[config.mk]
export PLATFORM = sky130hd
export DESIGN_NAME = move_long_sequencer_flat
export DESIGN_NICKNAME = d
export VERILOG_FILES = /design/src/rtl/move_long_sequencer_if.sv /design/src/rtl/move_long_sequencer.sv /design/src/flat_wrapper.sv
export SDC_FILE = /design/constraint.sdc
export NUM_CORES = 1
export LEC_CHECK = 0
export BUFFER_PORTS_ARGS = -buffer_cell sky130_fd_sc_hd__buf_4
export CELL_PAD_IN_SITES_DETAIL_PLACEMENT = 0
export CELL_PAD_IN_SITES_GLOBAL_PLACEMENT = 2
export CORE_MARGIN = 2
export CORE_UTILIZATION = 32
export CTS_BUF_LIST = sky130_fd_sc_hd__clkbuf_2 sky130_fd_sc_hd__clkbuf_4 sky130_fd_sc_hd__clkbuf_8
export CTS_CLUSTER_SIZE = 30
export DETAILED_ROUTE_END_ITERATION = 16
export PLACE_DENSITY_LB_ADDON = 0.25
export REMOVE_ABC_BUFFERS = 1
export SYNTH_ARGS = -nofsm -noshare
export SYNTH_HDL_FRONTEND = slang
export SYNTH_SLANG_ARGS = --single-unit
[constraint.sdc]
create_clock -name clock -period 3 [get_ports clock]
set_input_delay 0.45 -clock clock [delete_from_list [all_inputs] [get_ports clock]]
set_output_delay 0.45 -clock clock [all_outputs]
set_load 0.02 [all_outputs]
[src/rtl/move_long_sequencer_if.sv]
// Command channel of move_long_sequencer: operand handshake plus done/error pulses.
interface move_long_sequencer_if #(
  parameter int MemoryElementWidth = 12
);
  logic                          cmd_valid;
  logic                          cmd_ready;
  logic [MemoryElementWidth-1:0] cmd_source_array;
  logic [MemoryElementWidth-1:0] cmd_source_offset;
  logic [MemoryElementWidth-1:0] cmd_target_array;
  logic [MemoryElementWidth-1:0] cmd_target_offset;
  logic [MemoryElementWidth-1:0] cmd_length;
  logic                          done;
  logic                          error;

  modport master (
    output cmd_valid, cmd_source_array, cmd_source_offset,
           cmd_target_array, cmd_target_offset, cmd_length,
    input  cmd_ready, done, error
  );

  modport slave (
    input  cmd_valid, cmd_source_array, cmd_source_offset,
           cmd_target_array, cmd_target_offset, cmd_length,
    output cmd_ready, done, error
  );
endinterface

[src/rtl/move_long_sequencer.sv]
// Heap element block-copy engine sharing one heap port with a CPU requester.
// Define MOVE_LONG_OVERLAP_EN to copy descending when an in-array move overlaps forward.
//
// state | meaning
// IDLE  | waiting for a command, CPU owns the heap port
// READ  | engine reads source element k (CPU may win alternate contested slots)
// WRITE | engine writes heap_rdata to target element k
// SIZE  | array length update pulse for the target array
// DONE  | completion pulse
module move_long_sequencer #(
  parameter int MemoryElementWidth = 12,
  parameter int NArea              = 10,
  parameter int NArrays            = 2
) (
  input  logic                          clock,
  input  logic                          reset,
  move_long_sequencer_if.slave          cmd,
  input  logic                          cpu_req,
  input  logic                          cpu_we,
  input  logic [MemoryElementWidth-1:0] cpu_addr,
  input  logic [MemoryElementWidth-1:0] cpu_wdata,
  output logic                          cpu_gnt,
  output logic                          heap_en,
  output logic                          heap_we,
  output logic [MemoryElementWidth-1:0] heap_addr,
  output logic [MemoryElementWidth-1:0] heap_wdata,
  input  logic [MemoryElementWidth-1:0] heap_rdata,
  output logic                          size_we,
  output logic [MemoryElementWidth-1:0] size_array,
  output logic [MemoryElementWidth-1:0] size_value
);
  localparam int W = MemoryElementWidth;

  typedef enum logic [2:0] {IDLE, READ, WRITE, SIZE, DONE} state_t;

  state_t         state;
  logic [W-1:0]   src_base, tgt_base, tgt_arr, tgt_end, k, remaining;
  logic           eng_won_last, cmd_ready_q, done_q, error_q;
  logic [W:0]     src_end, tgt_span_end;
  logic           illegal, descend;

  // Legality is checked one bit wider so a huge offset cannot wrap into range.
  assign src_end      = {1'b0, cmd.cmd_source_offset} + {1'b0, cmd.cmd_length};
  assign tgt_span_end = {1'b0, cmd.cmd_target_offset} + {1'b0, cmd.cmd_length};
  assign illegal = (cmd.cmd_source_array >= W'(NArrays)) ||
                   (cmd.cmd_target_array >= W'(NArrays)) ||
                   (src_end > (W+1)'(NArea)) || (tgt_span_end > (W+1)'(NArea));

`ifdef MOVE_LONG_OVERLAP_EN
  assign descend = (cmd.cmd_source_array == cmd.cmd_target_array) &&
                   (cmd.cmd_source_offset < cmd.cmd_target_offset) &&
                   ({1'b0, cmd.cmd_target_offset} < src_end);
`else
  assign descend = 1'b0;
`endif

  logic dir_down;

  assign cmd.cmd_ready = cmd_ready_q;
  assign cmd.done      = done_q;
  assign cmd.error     = error_q;

  assign cpu_gnt = reset && cpu_req &&
                   ((state == IDLE) || (state == SIZE) || (state == DONE) ||
                    ((state == READ) && eng_won_last));

  always_comb begin
    heap_en    = 1'b0;
    heap_we    = 1'b0;
    heap_addr  = '0;
    heap_wdata = '0;
    if (cpu_gnt) begin
      heap_en    = 1'b1;
      heap_we    = cpu_we;
      heap_addr  = cpu_addr;
      heap_wdata = cpu_wdata;
    end else if (state == READ) begin
      heap_en   = 1'b1;
      heap_addr = src_base + k;
    end else if (state == WRITE) begin
      heap_en    = 1'b1;
      heap_we    = 1'b1;
      heap_addr  = tgt_base + k;
      heap_wdata = heap_rdata;
    end
  end

  always_ff @(posedge clock or negedge reset) begin
    if (!reset) begin
      state        <= IDLE;
      k            <= '0;
      remaining    <= '0;
      eng_won_last <= 1'b1;
      dir_down     <= 1'b0;
      src_base     <= '0;
      tgt_base     <= '0;
      tgt_arr      <= '0;
      tgt_end      <= '0;
      cmd_ready_q  <= 1'b0;
      done_q       <= 1'b0;
      error_q      <= 1'b0;
      size_we      <= 1'b0;
      size_array   <= '0;
      size_value   <= '0;
    end else begin
      done_q  <= 1'b0;
      error_q <= 1'b0;
      size_we <= 1'b0;
      case (state)
        IDLE: begin
          if (cmd_ready_q && cmd.cmd_valid) begin
            cmd_ready_q  <= 1'b0;
            eng_won_last <= 1'b1;
            if (illegal) begin
              error_q <= 1'b1;
            end else begin
              src_base  <= W'(NArea) * cmd.cmd_source_array + cmd.cmd_source_offset;
              tgt_base  <= W'(NArea) * cmd.cmd_target_array + cmd.cmd_target_offset;
              tgt_arr   <= cmd.cmd_target_array;
              tgt_end   <= cmd.cmd_target_offset + cmd.cmd_length;
              remaining <= cmd.cmd_length;
              dir_down  <= descend;
              k         <= descend ? cmd.cmd_length - W'(1) : '0;
              if (cmd.cmd_length == '0) begin
                state  <= DONE;
                done_q <= 1'b1;
              end else begin
                state <= READ;
              end
            end
          end else begin
            cmd_ready_q <= 1'b1;
          end
        end
        READ: begin
          // A granted CPU stalls the engine here; history flips on every contest.
          if (cpu_gnt) begin
            eng_won_last <= 1'b0;
          end else begin
            if (cpu_req) eng_won_last <= 1'b1;
            state <= WRITE;
          end
        end
        WRITE: begin
          remaining <= remaining - W'(1);
          k         <= dir_down ? k - W'(1) : k + W'(1);
          if (remaining == W'(1)) begin
            state      <= SIZE;
            size_we    <= 1'b1;
            size_array <= tgt_arr;
            size_value <= tgt_end;
          end else begin
            state <= READ;
          end
        end
        SIZE: begin
          state  <= DONE;
          done_q <= 1'b1;
        end
        DONE: begin
          state       <= IDLE;
          cmd_ready_q <= 1'b1;
        end
        default: state <= IDLE;
      endcase
    end
  end
endmodule

[src/flat_wrapper.sv]
// flat-port wrapper written by rule: the top's interface ports become plain ports
module move_long_sequencer_flat 
#(
  parameter int MemoryElementWidth = 12,
  parameter int NArea              = 10,
  parameter int NArrays            = 2
)
  (clock, reset, cpu_req, cpu_we, cpu_addr, cpu_wdata, cpu_gnt, heap_en, heap_we, heap_addr, heap_wdata, heap_rdata, size_we, size_array, size_value, cmd_cmd_valid, cmd_cmd_source_array, cmd_cmd_source_offset, cmd_cmd_target_array, cmd_cmd_target_offset, cmd_cmd_length, cmd_cmd_ready, cmd_done, cmd_error);
  move_long_sequencer_if #(.MemoryElementWidth(MemoryElementWidth)) cmd_i ();
  input  logic clock;
  input  logic reset;
  input  logic cpu_req;
  input  logic cpu_we;
  input  logic [MemoryElementWidth-1:0] cpu_addr;
  input  logic [MemoryElementWidth-1:0] cpu_wdata;
  output logic cpu_gnt;
  output logic heap_en;
  output logic heap_we;
  output logic [MemoryElementWidth-1:0] heap_addr;
  output logic [MemoryElementWidth-1:0] heap_wdata;
  input  logic [MemoryElementWidth-1:0] heap_rdata;
  output logic size_we;
  output logic [MemoryElementWidth-1:0] size_array;
  output logic [MemoryElementWidth-1:0] size_value;
  input wire logic [$bits(cmd_i.cmd_valid)-1:0] cmd_cmd_valid;
  input wire logic [$bits(cmd_i.cmd_source_array)-1:0] cmd_cmd_source_array;
  input wire logic [$bits(cmd_i.cmd_source_offset)-1:0] cmd_cmd_source_offset;
  input wire logic [$bits(cmd_i.cmd_target_array)-1:0] cmd_cmd_target_array;
  input wire logic [$bits(cmd_i.cmd_target_offset)-1:0] cmd_cmd_target_offset;
  input wire logic [$bits(cmd_i.cmd_length)-1:0] cmd_cmd_length;
  output wire logic [$bits(cmd_i.cmd_ready)-1:0] cmd_cmd_ready;
  output wire logic [$bits(cmd_i.done)-1:0] cmd_done;
  output wire logic [$bits(cmd_i.error)-1:0] cmd_error;
  assign cmd_i.cmd_valid = cmd_cmd_valid;
  assign cmd_i.cmd_source_array = cmd_cmd_source_array;
  assign cmd_i.cmd_source_offset = cmd_cmd_source_offset;
  assign cmd_i.cmd_target_array = cmd_cmd_target_array;
  assign cmd_i.cmd_target_offset = cmd_cmd_target_offset;
  assign cmd_i.cmd_length = cmd_cmd_length;
  assign cmd_cmd_ready = cmd_i.cmd_ready;
  assign cmd_done = cmd_i.done;
  assign cmd_error = cmd_i.error;
  move_long_sequencer #(.MemoryElementWidth(MemoryElementWidth), .NArea(NArea), .NArrays(NArrays)) u_core (.clock(clock), .reset(reset), .cmd(cmd_i), .cpu_req(cpu_req), .cpu_we(cpu_we), .cpu_addr(cpu_addr), .cpu_wdata(cpu_wdata), .cpu_gnt(cpu_gnt), .heap_en(heap_en), .heap_we(heap_we), .heap_addr(heap_addr), .heap_wdata(heap_wdata), .heap_rdata(heap_rdata), .size_we(size_we), .size_array(size_array), .size_value(size_value));
endmodule
==> results of run 1 <==
## metal layers
metal / up-vias / global-route usage / wire length (µm) / part of all wire
met5: - / 0 / 0 / 0
met2: 164 / 0.308 / 11500 / 0.47
met4: 0 / 0.0358 / 273 / 0.011
met1: 3526 / 0.252 / 11800 / 0.48
li1: 3840 / - / - / -
met3: 18 / 0.0199 / 948 / 0.039
## power breakdown
part / internal [W] / switching (W)
logic: 0.000715 / 0.000635
registers: 0.00140 / 0.00000148
clock network: 0.000344 / 0.000589
total: 0.00246 / 0.00123
## worst max-delay path by stage
| stage | to |
|---|---|
| global route | heap_addr[11] |
| detailed placement | u_core.src_base[10] |
| CTS | heap_addr[10] |
| floorplan | u_core.remaining[3] |
| global placement | u_core.tgt_base[9] |
| finish | heap_addr[11] |
## what timing repair did
action,4_1_cts,5_1_grt
resized for setup,84,94
pin swaps,39,37
endpoints found under the setup margin,81,80
cloned,4,3
buffers inserted,11,15
## synthesized netlist by cell type, drive strengths merged, types with 2 or more instances
cell type  number
nand2         113
dfrtp         103
ha             99
nor2           59
a21oi          52
o21ai          46
xnor2          43
inv            39
nor3           27
xor2           27
mux2           26
nor2b          25
a21o           23
clkbuf         14
a22o           13
nand3          13
nor4           13
o21bai         12
buf            11
a22oi          10
nand4          10
nand2b          9
fa              8
a31oi           7
and3            6
or3             6
and2            5
o41ai           5
a2111oi         4
a211oi          4
and2b           4
mux2i           4
o21a            4
a221o           3
a221oi          3
a32oi           3
o31ai           3
a211o           2
a311oi          2
a41oi           2
and4            2
nor3b           2
or2             2
## cell families (layout without fill, tap and decap cells)
group | after synthesis | count (layout)
flops | 104 | 104
mux | 30 | 30
fa+ha+maj | 107 | 107
xor+xnor | 70 | 70
buf+inv | 64 | 396
simple gates | 302 | 302
compound gates | 209 | 209
## layout make-up
| type | count | area (µm²) | share of cell area |
|---|---|---|---|
| clock inverters | 7 | 91.3 | 0.00764 |
| flip-flops and latches | 104 | 2610 | 0.218 |
| well taps | 330 | 413 | 0.0345 |
| repair buffers | 341 | 2890 | 0.241 |
| inverters | 39 | 146 | 0.0122 |
| clock buffers | 9 | 124 | 0.0104 |
| multi-input cells | 718 | 5690 | 0.476 |
## sequential cells by signal (all words and copies together), names as in the netlist
| register | count |
|---|---|
| u_core.size_we | 1 |
| u_core.cmd.cmd_ready | 1 |
| u_core.tgt_arr | 12 |
| u_core.tgt_end | 12 |
| u_core.size_array | 12 |
| u_core.src_base | 12 |
| u_core.k | 12 |
| u_core.size_value | 12 |
| u_core.tgt_base | 12 |
| u_core.cmd.error | 1 |
| u_core.cmd.done | 1 |
| u_core.remaining | 12 |
| u_core.eng_won_last | 1 |
| u_core.state | 3 |
## stage by stage
stage	TNS [ps]	hold WS, ps
2_1_floorplan	-120970	154
3_3_place_gp	-47740	451
3_5_place_dp	-53920	449
4_1_cts	-2640	219
5_1_grt	-12750	245
6_report	-5190	203
==> results.cfg, run 1 <==
[status]
outcome = finished, violations left
failed_checks = setup timing

[timing]
worst_slack_ps = -307
clock-skew-final_ps = 27.2
rsz0062_at_grt = true
fmax_mhz = 302
tightest_slew_ps = 681
drv_slew = 0
fin_crit_ps = 3310
finalCritPeriodShare = 1.10
setup_viol = 54
max_slew_margin = 0.542
finalHoldViolations = 0

[finish]
area_growth_pct = 48.2
final_area_mm2 = 0.0120
antennaDiodeCount = 0
fin_cells = 1548
final_nets = 1421
final_common_cell = buf_4
fin_util = 0.479
drive_gt1_frac = 0.385
fill_cells = 2460
final_cell_mix = buf_4 (308), nand2_1 (111), dfrtp_1 (101), ha_1 (94), nor2_1 (48)

[power_and_ir_drop]
peakVddDrop_v = 0.000210
power.leakage_nw = 5.93
powerDensity_mw_per_mm2 = 308
power_w = 0.00369

[critical_path]
rr_startpoint = u_core.state[0]
critPathSlowestCell = dfrtp_2
startpoint = u_core.k[1]
worst-path-stages = 11
cp_cell_sequence = ha_1 > a21o_1 > a21oi_2 > o21bai_2 > a311oi_2 > o21ai_2 > o41ai_2 > xnor2_1 > a22oi_1 > o21ai_1 > buf_4
crit_family = compound AO/OA/AOI/OAI gates
ff2ff_path_depth = 9
path_class = flip-flop to primary output
cp_num_buf_inv = 1
worstSetupEndpointType = primary output
cp-start-kind = flip-flop
crit_arrival_ps = 2860
slowest_delay_ps = 450
worstReg2RegEnd = u_core.remaining[10]
path_max_fanout = 4
cp.required_ps = 2550
rrSetupSlack_ps = 480

[logic_synthesis]
ys_types = 67
syn_avg_cell_area_um2 = 9.10
ys_seq_area_frac = 0.323
synth_largest_area_cell = dfrtp_1
yosysWarnings = 0
synth-edff-count = 0
synth.area.mux_share = 0.0413
yosys.area_share.simple = 0.180
synthAdderAreaFrac = 0.173
synth_top_area_frac = 0.320
synth_top_family_by_area = simple AND/OR/NAND/NOR gates
async_flop_share = 1.00
synth_area_leaders = dfrtp_1 (32%), ha_1 (15%), nand2_1 (5.3%), xnor2_1 (4.7%), mux2_2 (3.6%)
syn-cell-area_mm2 = 0.00807
ys_seq_elements = 104
syn-instance-count = 886
synth_compound_area_frac = 0.172
ys.flop_type = dfrtp_1
yosys.area_share.xor_xnor = 0.0760

[die]
pin_count = 156
std_cell_rows = 58
die_height_um = 163
die_area_mm2 = 0.0265
die_w_um = 163
core_mm2 = 0.0250
initial_utilization = 0.323

[global_routing]
antenna_found_initial = 0
grt_pass1_vias = 7228
grt_start_max_net_pins = 54
grt_pass1_wl_mm = 38.1
overflow = 0
grt.total_usage = 0.182

[placement]
place_inst = 1502
place_congestion = 0.821
postPlaceCellArea_mm2 = 0.0107
place_ws_ps = -813
dpl.hpwl_mm = 19.3
portBuffers = 155

[route]
vias_per_cell = 4.88
via_count = 7548
wirelength_mm = 24.5
first_pass_iters = 4
drtIter0Drc = 291
drc = 0
detail-route-antenna-nets = 0
wire_per_inst_um = 15.9

[worst_hold_path]
min_path_type = primary input to asynchronous set/reset pin

[clock_network]
clkSlewWorstSetupHoldPaths_ps = 120
cts_hold_buffers = 0
clock_latency_ps = 390
numCtsBuffers = 9
htreeDepth = 3
cts_tree = done
cts_root_buffer = clkbuf_8
clockBufferDepth = 2
cts.sinks = 104

[run]
cap_violations = 0
Power figures use the tool's default switching activity.
==> run 2: changes to the inputs <==
Settings changed: PLACE_DENSITY_LB_ADDON 0.25 to 0.1.
==> run 2 against run 1 <==
Effect of this change:
- the run still ends with setup timing left
- register-to-register slack improved by 130 ps
- combinational power about the same
- via count increased by 1.6%
- fmax is 0.88% lower
- clock power is 5.4% lower
- non-clock buffer count is 39 higher
- clock-buffer cell count stayed put
- critical path type unchanged
- final area rose by 2.8%
- global-route usage up 0.82 points
- largest power group unchanged
- clock skew down 13 ps
- final cell count rose by 2.5%
- sequential cell count is the same
==> results.cfg, run 2 (same netlist as run 1, synthesis figures left out) <==
[route]
vias_per_cell = 4.83
drtIter0Drc = 291
detail-route-antenna-nets = 0
first_pass_iters = 4
drc = 0
via_count = 7671
wirelength_mm = 25.0
wire_per_inst_um = 15.8

[power_and_ir_drop]
p_seq_frac = 0.383
p_comb_frac = 0.377
peakVddDrop_v = 0.000185
power.leakage_nw = 6.11
power.switching_w = 0.00120
power.share.clock = 0.240
switching_share = 0.327
internal-power_w = 0.00247
power_w = 0.00367
powerDensity_mw_per_mm2 = 299

[timing]
finalCritPeriodShare = 1.11
worst_slack_ps = -336
rsz0062_at_grt = true
max_slew_margin = 0.429
tightest_slew_ps = 857
fmax_mhz = 300
drv_slew = 0
finalHoldViolations = 0
fin_crit_ps = 3340
clock-skew-final_ps = 14.2
setup_viol = 78
timing.hold.ws_ps = 137

[critical_path]
crit_family = compound AO/OA/AOI/OAI gates
ff2ff_path_depth = 9
worst-path-stages = 12
cp.required_ps = 2550
slowest_delay_ps = 400
critPathSlowestCell = dfrtp_1
crit_arrival_ps = 2890
crit_top_cell = buf_4
startpoint = u_core.src_base[1]
rr_startpoint = u_core.state[0]
crit_end = heap_addr[11]
worstReg2RegEnd = u_core.remaining[10]
rrSetupSlack_ps = 610
cp_num_buf_inv = 2
path_max_fanout = 3
cp_cell_sequence = ha_1 > a21o_1 > a21oi_2 > o21bai_2 > a311oi_2 > buf_4 > o21ai_4 > o41ai_4 > xnor2_1 > a22oi_1 > o21ai_1 > buf_4
worstSetupEndpointType = primary output
cp-start-kind = flip-flop
path_class = flip-flop to primary output

[clock_network]
clkSlewWorstSetupHoldPaths_ps = 110
clockBufferDepth = 2
numCtsBuffers = 9
cts.sinks = 104
htreeDepth = 3
cts_tree = done
cts_root_buffer = clkbuf_8
clock_latency_ps = 380

[global_routing]
overflow = 0
grt_pass1_wl_mm = 39.6
grt_start_max_net_pins = 68
grt.total_usage = 0.190
grt_pass1_vias = 7499
antenna_found_initial = 0

[finish]
area_growth_pct = 52.3
final_cell_mix = buf_4 (329), nand2_1 (112), dfrtp_1 (101), ha_1 (94), nor2_1 (50)
drive_gt1_frac = 0.407
fill_cells = 2495
antennaDiodeCount = 0
multi_input_area_mm2 = 0.00574
seq_area_mm2 = 0.00261
final_area_mm2 = 0.0123
final_common_cell = buf_4
final_nets = 1460

[die]
initial_utilization = 0.323
pin_count = 156
die_w_um = 163
die_height_um = 163
core_mm2 = 0.0250
die_area_mm2 = 0.0265
std_cell_rows = 58

[placement]
postPlaceCellArea_mm2 = 0.0109
place_congestion = 0.804
portBuffers = 155
dpl.hpwl_mm = 19.5

[worst_hold_path]
min_path_type = primary input to asynchronous set/reset pin

[status]
outcome = finished, violations left
failed_checks = setup timing

[run]
cap_violations = 0
## run 2: area by class of cell
type                            count  share of cell area
Multi-Input combinational cell    718               0.468
Clock buffer                        9              0.0101
Clock inverter                      7             0.00601
Timing Repair Buffer              380               0.259
Inverter                           39              0.0119
Tap cell                          330              0.0336
Sequential cell                   104               0.212
## run 2: worst min path at each step
stage	from	endpoint	slack, ps
floorplan	reset	u_core.cmd.cmd_ready	150
global placement	u_core.size_value[10]	u_core.size_value[10]	450
detailed placement	u_core.tgt_arr[11]	u_core.size_array[11]	450
CTS	reset	u_core.size_array[3]	140
global route	reset	u_core.size_array[3]	150
finish	reset	u_core.size_array[2]	140
## run 2: stage by stage
stage / utilization / worst slack, ps / TNS [ps] / instances
6_report: 0.492 / -336 / -8830 / 1587
5_1_grt: 0.492 / -498 / -19540 / 1587
4_1_cts: 0.474 / -493 / -2570 / 1569
3_5_place_dp: 0.436 / -816 / -55820 / 1523
3_3_place_gp: 0.436 / -748 / -51050 / 1523
2_1_floorplan: - / -1770 / -120970 / 861
## run 2: power groups by stage
stage	clock network, W	logic [W]	registers, W
floorplan	0	0.000682	0.00143
global placement	0	0.00133	0.00143
detailed placement	0	0.00133	0.00143
CTS	0.000916	0.00138	0.00140
global route	0.000965	0.00154	0.00141
finish	0.000882	0.00138	0.00140
## run 2: repair_timing
action | CTS | global route
setup buffers | 33 | 28
gates cloned | 6 | 1
endpoints found under the setup margin | 82 | 80
resized for setup | 101 | 113
hold buffers | 0 | 0
endpoints found under the hold margin | 0 | 0
pin swaps | 46 | 47
## run 2: metal layers
metal	GRT usage	wire (µm)
met3	0.0211	1010
met1	0.264	12100
met4	0.0402	306
met5	0	0
met2	0.320	11600
